**src/rtl/hk_hud_pkg.sv**
```systemverilog
// Shared HUD definitions for the player mask controller and the mask mapper:
// controller state encoding, datapath widths and the default HUD placement.
package hk_hud_pkg;

   localparam int LIFE_W  = 4;   // mask count width (0..15)
   localparam int COORD_W = 10;  // HUD pixel coordinate width

   // Default HUD placement of the mask row
   localparam int MASK_X0 = 40;  // centre X of the first mask
   localparam int MASK_Y0 = 30;  // centre Y of the first mask
   localparam int MASK_SX = 12;  // mask width in pixels
   localparam int MASK_SY = 16;  // mask height in pixels

   typedef enum logic [1:0] {
      ALIVE = 2'd0,
      HURT  = 2'd1,
      DEAD  = 2'd2
   } state_e;

endpackage : hk_hud_pkg

```
**src/rtl/frame_tick_gen.sv**
```systemverilog
// Frame tick generator: brings the raw vertical-sync-rate frame_clk into the
// Clk domain with a 2-flop synchroniser and emits a one-Clk frame_tick on each
// rising edge. The tick is registered, so it appears 3 Clk after the edge.
module frame_tick_gen (
   input  logic Clk,
   input  logic Reset,
   input  logic frame_clk,
   output logic frame_tick
);

   logic sync1_q;
   logic sync2_q;
   logic prev_q;
   logic tick_q;

   // Synchronise frame_clk and register a pulse on its rising edge
   always_ff @(posedge Clk) begin
      // NOTE: sequential state uses non-blocking assignments so every flop
      // samples the values from before this edge, independent of statement order.
      if (Reset) begin
         sync1_q <= 1'b0;
         sync2_q <= 1'b0;
         prev_q  <= 1'b0;
         tick_q  <= 1'b0;
      end else begin
         sync1_q <= frame_clk;
         sync2_q <= sync1_q;
         prev_q  <= sync2_q;
         tick_q  <= sync2_q & ~prev_q;
      end
   end

   assign frame_tick = tick_q;

endmodule : frame_tick_gen

```
**src/rtl/player_mask_ctrl.sv**
```systemverilog
// Player mask controller: owns the player's mask count, applies damage with
// invincibility frames, runs the timed focus heal and handles death/respawn.
// Also publishes the constant HUD placement consumed by the mask mapper.
// Optional HUD flashing during invincibility is enabled by defining
// HK_MASK_BLINK_EN; without it hud_blink is tied low.
module player_mask_ctrl #(
   parameter int MAX_LIFE    = 5,                   // 1..15
   parameter int IFRAMES     = 60,
   parameter int HEAL_FRAMES = 45,
   parameter int MASK_X0     = hk_hud_pkg::MASK_X0,
   parameter int MASK_Y0     = hk_hud_pkg::MASK_Y0,
   parameter int MASK_SX     = hk_hud_pkg::MASK_SX,
   parameter int MASK_SY     = hk_hud_pkg::MASK_SY
) (
   input  logic                           Clk,
   input  logic                           Reset,
   input  logic                           frame_clk,
   input  logic                           hit,
   input  logic [1:0]                     hit_dmg,
   input  logic                           heal_req,
   input  logic                           respawn,
   output logic [hk_hud_pkg::LIFE_W-1:0]  Player_Life,
   output logic [hk_hud_pkg::COORD_W-1:0] MaskX1,
   output logic [hk_hud_pkg::COORD_W-1:0] MaskY1,
   output logic [hk_hud_pkg::COORD_W-1:0] MaskSX,
   output logic [hk_hud_pkg::COORD_W-1:0] MaskSY,
   output logic                           invincible,
   output logic                           healing,
   output logic                           dead,
   output logic                           hud_blink
);

   import hk_hud_pkg::*;

   localparam int IFR_W  = $clog2(IFRAMES + 1);
   localparam int HEAL_W = $clog2(HEAL_FRAMES + 1);

   localparam logic [LIFE_W-1:0] LIFE_MAX  = LIFE_W'(MAX_LIFE);
   localparam logic [IFR_W-1:0]  IFR_LAST  = IFR_W'(IFRAMES - 1);
   localparam logic [HEAL_W-1:0] HEAL_LAST = HEAL_W'(HEAL_FRAMES - 1);

   logic frame_tick;

   frame_tick_gen u_frame_tick_gen (
      .Clk        (Clk),
      .Reset      (Reset),
      .frame_clk  (frame_clk),
      .frame_tick (frame_tick)
   );

   state_e              state_q,   state_d;
   logic [LIFE_W-1:0]   life_q,    life_d;
   logic [IFR_W-1:0]    iframe_q,  iframe_d;
   logic [HEAL_W-1:0]   heal_q,    heal_d;
   logic                healing_q, healing_d;

   logic                hit_valid;
   logic [LIFE_W-1:0]   dmg_ext;

   assign hit_valid = hit && (hit_dmg != 2'd0);
   assign dmg_ext   = {{(LIFE_W-2){1'b0}}, hit_dmg};

   // Next-state: damage has priority over a heal completing in the same Clk
   always_comb begin
      // NOTE: every variable gets a default before the case so no path can
      // leave it unassigned, which would otherwise infer a latch.
      state_d  = state_q;
      life_d   = life_q;
      iframe_d = iframe_q;
      heal_d   = heal_q;

      case (state_q)
         ALIVE: begin
            if (hit_valid) begin
               heal_d   = '0;
               iframe_d = '0;
               if (life_q <= dmg_ext) begin
                  life_d  = '0;
                  state_d = DEAD;
               end else begin
                  life_d  = life_q - dmg_ext;
                  state_d = HURT;
               end
            end else if (heal_req && (life_q < LIFE_MAX)) begin
               if (frame_tick) begin
                  if (heal_q == HEAL_LAST) begin
                     life_d = life_q + LIFE_W'(1);
                     heal_d = '0;
                  end else begin
                     heal_d = heal_q + HEAL_W'(1);
                  end
               end
            end else begin
               heal_d = '0;
            end
         end

         HURT: begin
            heal_d = '0;
            if (frame_tick) begin
               if (iframe_q == IFR_LAST) begin
                  iframe_d = '0;
                  state_d  = ALIVE;
               end else begin
                  iframe_d = iframe_q + IFR_W'(1);
               end
            end
         end

         DEAD: begin
            life_d   = '0;
            heal_d   = '0;
            iframe_d = '0;
            if (respawn) begin
               life_d  = LIFE_MAX;
               state_d = ALIVE;
            end
         end

         default: begin
            state_d  = ALIVE;
            life_d   = LIFE_MAX;
            iframe_d = '0;
            heal_d   = '0;
         end
      endcase

      healing_d = (state_q == ALIVE) && (state_d == ALIVE) && heal_req &&
                  (life_d < LIFE_MAX);
   end

   // State, life, counters and healing flag register; reset restores full health
   always_ff @(posedge Clk) begin
      if (Reset) begin
         state_q   <= ALIVE;
         life_q    <= LIFE_MAX;
         iframe_q  <= '0;
         heal_q    <= '0;
         healing_q <= 1'b0;
      end else begin
         state_q   <= state_d;
         life_q    <= life_d;
         iframe_q  <= iframe_d;
         heal_q    <= heal_d;
         healing_q <= healing_d;
      end
   end

`ifdef HK_MASK_BLINK_EN
   logic [1:0] blink_cnt_q;
   logic       blink_q;

   // HUD flash: starts lit on HURT entry, toggles every 4 frame ticks in HURT
   always_ff @(posedge Clk) begin
      if (Reset) begin
         blink_cnt_q <= '0;
         blink_q     <= 1'b0;
      end else if (state_d != HURT) begin
         blink_cnt_q <= '0;
         blink_q     <= 1'b0;
      end else if (state_q != HURT) begin
         blink_cnt_q <= '0;
         blink_q     <= 1'b1;
      end else if (frame_tick) begin
         blink_cnt_q <= blink_cnt_q + 2'd1;
         if (blink_cnt_q == 2'd3) begin
            blink_q <= ~blink_q;
         end
      end
   end

   assign hud_blink = blink_q;
`else
   assign hud_blink = 1'b0;
`endif

   assign Player_Life = life_q;
   assign invincible  = (state_q == HURT);
   assign dead        = (state_q == DEAD);
   assign healing     = healing_q;

   assign MaskX1 = COORD_W'(MASK_X0);
   assign MaskY1 = COORD_W'(MASK_Y0);
   assign MaskSX = COORD_W'(MASK_SX);
   assign MaskSY = COORD_W'(MASK_SY);

endmodule : player_mask_ctrl

```
**config.mk**
```make
export PLATFORM = sky130hd
export DESIGN_NAME = player_mask_ctrl
export DESIGN_NICKNAME = d
export VERILOG_FILES = /design/src/rtl/hk_hud_pkg.sv /design/src/rtl/frame_tick_gen.sv /design/src/rtl/player_mask_ctrl.sv
export SDC_FILE = /design/constraint.sdc
export NUM_CORES = 1
export LEC_CHECK = 0
export BUFFER_PORTS_ARGS = -buffer_cell sky130_fd_sc_hd__buf_2
export CAP_MARGIN = 10
export CORE_ASPECT_RATIO = 0.7
export CORE_UTILIZATION = 31
export CTS_CLUSTER_SIZE = 28
export DETAILED_ROUTE_END_ITERATION = 7
export HOLD_SLACK_MARGIN = 0.05
export PLACE_DENSITY_LB_ADDON = 0.2
export RECOVER_POWER = 50
export SLEW_MARGIN = 25
export SYNTH_ARGS = -nofsm -noshare
export SYNTH_HDL_FRONTEND = slang
export SYNTH_SLANG_ARGS = --single-unit
```
**constraint.sdc**
```tcl
create_clock -name Clk -period 2.3 [get_ports Clk]
set_clock_uncertainty 0.05 [all_clocks]
set_input_delay 0.575 -clock Clk [delete_from_list [all_inputs] [get_ports Clk]]
set_output_delay 0.575 -clock Clk [all_outputs]
set_load 0.01 [all_outputs]
```
==> summary.md <==
| Metric | Value |
|---|---|
| Post-Syn Area | 0.00161 mm² |
| Synth Flop Type | dfxtp_1 |
| Worst path slowest cell | fa_2 |
| Hold/Removal Path Class | flip-flop to flip-flop |
| WL final | between 3000 and 4000 µm |
| Vias in the first global route | 1069 |
| Critical-path cell list | buf_2, ha_4, fa_2, o311a_1, nor4_1, nor3_2, a41o_1, and4_1 |
| Initial Utilization | between 30% and 40% |
| Final setup viols | 0 |
| Leakage dissipation | 0.721 nW |
| Reg2reg setup slack | 0.12 ns |
| Hold Startpoint | u_frame_tick_gen.prev_q$_SDFF_PP0_ |
| Top delay family on crit path | simple AND/OR/NAND/NOR gates |
| Tot Pwr | 0.921 mW |
| RSZ-0062 raised after global routing | false |
| N_diodes | 0 |
| Filler Cell Count | approximately 540 |
| Final Hold Viols | 0 |
| IO Pins | 56 |
| Synth Warn # | 0 |
| Req. time, crit path | approximately 2.4 ns |
| Area of the multi-input gates | 938 µm² |
| FP Rows | 21 |
| Outcome | complete, no violations |
| Area Growth Syn to Fin | 5.58% |
| Clock transition at the registers of the reported paths | roughly 0.080 ns |
| Largest net degree at the start of global routing | 13 |
| CTS tree | yes |
| Post-synth EDFFs | 0 |
| Commonest non-fill, non-tap cell in the layout | conb_1 |
| Async SR Flop Fraction | 0% |
| Max_slew headroom | 66.8% |
| Drt pass-1 iters | 4 |
| Die Ht | 62.4 µm |
| WS Path Type | input pin to flip-flop |
| Pwr dens | between 500 and 600 mW/mm² |
| Yosys reg bits | 23 |
| CTS Hold Bufs | 0 |
| Max Cap Violations | 0 |
| DIE WIDTH | 88.2 µm |
| Reg-to-Reg End | healing$_SDFF_PP0_ |
| Core Box Area | 0.00489 mm² |
| Global-route wire length before repair | 5130 µm |
| Crit path arrival time | 2.33 ns |
| Via count | between 1000 and 1500 |
| Register area share after synthesis | approximately 29% |
| Routability cong. | 0.882 |
| Crit Path Max Fanout | 3 |
| All-Layer GR Usage | 11.9% |
| Register area | 462 µm² |
| I/O Buffers | 14 |
| CP Buf/Inv Count | 1 |
| Dpl hpwl | 2460 µm |
| RR Startpoint | Player_Life[0]$_SDFF_PP1_ |
| Clock latency at the later pin of the worst-skew pair | 0.26 ns |
| Setup repair bufs after CTS | 0 |
| Period utilisation layout | between 90% and 100% |
| Pin slew with the least headroom to its limit | ~0.49 ns |
| Initial antenna violation count | 0 |
| Gr ovfl total | 0 |
| Starting DRT DRC Count | a little under 60 |
| Nets | ~240 |
| Nature of the critical path endpoint | flip-flop |
| Startpoint Class | input pin |
| Clk sinks | 23 |
| Max Clk Rate | roughly 450 MHz |
| Fin. max-slew vios | 0 |
| Via density | 4.27 |
| Root Driver | clkbuf_8 |
| Post-route ant nets | 0 |
| Post-CTS Resized | 0 |
| Clock H-tree levels | 1 |
| Synth Area per Inst | 8.15 µm² |
| WHS | 0.333 ns |
| Drt wl/cell | 10.8 µm |
| Post-route DRC | 0 |
| Max incr delay on CP | 0.35 ns |
| Synth Instances | about 200 |
| R2R depth | 8 |
| Yosys cell types | between 40 and 50 |
| Share of the core filled with cells | 34.9% |
| Min cycle time layout | approximately 2.2 ns |
| Clock Path Buffers | 2 |
| Cts bufs inserted | 3 |
| Share of layout cells above drive strength 1 | 15.5% |
| Die area | 0.00550 mm² |
| Hold EP | u_frame_tick_gen.frame_tick$_SDFF_PP0_ |
| Most frequent cells in the layout | conb_1 (41), dfxtp_1 (22), nor2_1 (18), nand2_1 (15), inv_1 (11) |
| Hold Path Cell Cnt | 1 |
| Worst VDD drop | a little over 0.0002 V |
==> report_power, final <==
group	switching (mW)	internal [mW]
Combinational	0.141	0.0922
Sequential	0.0237	0.413
Clock	0.127	0.124
Total	0.292	0.629
==> metal layers <==
layer / track usage [%] / vias up / part of all wire [%]
met5: 0 / - / 0
li1: - / 633 / -
met1: 19.5 / 559 / 56
met4: 1.41 / 0 / 0
met3: 4.89 / 0 / 6.1
met2: 14.0 / 37 / 38
==> Yosys cell counts, types with 2 or more instances <==
master / instances / area (µm²)
a2111oi_0: 2 / 17.5
a21oi_1: 6 / 30.0
and3_1: 2 / 12.5
buf_2: 3 / 15.0
buf_4: 41 / 308
conb_1: 2 / 7.51
dfxtp_1: 23 / 460
ha_1: 7 / 87.6
inv_1: 12 / 45.0
mux2i_1: 2 / 20.0
nand2_1: 16 / 60.1
nand2_2: 2 / 12.5
nand2b_1: 2 / 12.5
nand4_1: 8 / 50.1
nor2_1: 18 / 67.6
nor2b_1: 6 / 37.5
nor4_1: 2 / 12.5
o21a_1: 3 / 22.5
o21ai_0: 5 / 25.0
o22ai_1: 2 / 12.5
o311a_1: 2 / 20.0
or3_1: 2 / 12.5
xnor2_1: 2 / 17.5
xor2_1: 7 / 61.3
==> state kept, by name (all words and copies together) (netlist names) <==
signal,cells
heal_q,6
healing,1
Player_Life,4
u_frame_tick_gen.frame_tick,1
u_frame_tick_gen.sync2_q,1
state_q,2
u_frame_tick_gen.sync1_q,1
u_frame_tick_gen.prev_q,1
iframe_q,6
==> cell type report <==
class                      instances  share of cell area, %
clock buffer                       4                   2.64
inverter                          12                   2.64
multi-input combinational        156                   55.1
sequential                        23                   27.1
tap                               69                   5.07
timing repair buffer              24                   7.49
==> metrics by stage <==
step / instance area (µm²) / cells / worst slack [ns] / setup TNS [ns]
after detailed placement: 1670 / 284 / -0.254 / -0.510
after CTS: 1710 / 288 / 0.00940 / 0
after global routing: 1700 / 288 / 0.0168 / 0
after floorplan: 1780 / 237 / -0.0692 / -0.0692
after global placement: 1670 / 284 / -0.230 / -0.468
final: 1700 / 288 / 0.0786 / 0
==> kinds of logic (layout without fill, tap and decap cells) <==
logic type / Yosys count / in the layout / share of synthesized area (%)
DFF: 23 / 23 / 28.5
adders and majority gates: 8 / 8 / 6.67
other: 2 / 41 / 0.465
muxes: 2 / 2 / 1.24
and+or+nand+nor: 69 / 69 / 22.7
buffers and inverters: 58 / 40 / 23.7
AOI/OAI and AO/OA: 27 / 27 / 11.8
xor gates and xnor gates: 9 / 9 / 4.88
==> worst max path at each step <==
stage / depth (start not counted) / start / slack (ns) / to
2_1_floorplan: 8 / hit_dmg[0] / -0.07 / healing$_SDFF_PP0_
3_3_place_gp: 9 / hit_dmg[0] / -0.23 / healing$_SDFF_PP0_
3_5_place_dp: 9 / hit_dmg[0] / -0.25 / healing$_SDFF_PP0_
4_1_cts: 9 / Player_Life[0]$_SDFF_PP1_ / 0.009 / healing$_SDFF_PP0_
5_1_grt: 9 / hit_dmg[0] / 0.02 / healing$_SDFF_PP0_
6_report: 8 / hit_dmg[0] / 0.08 / healing$_SDFF_PP0_
Power figures use the tool's default switching activity.
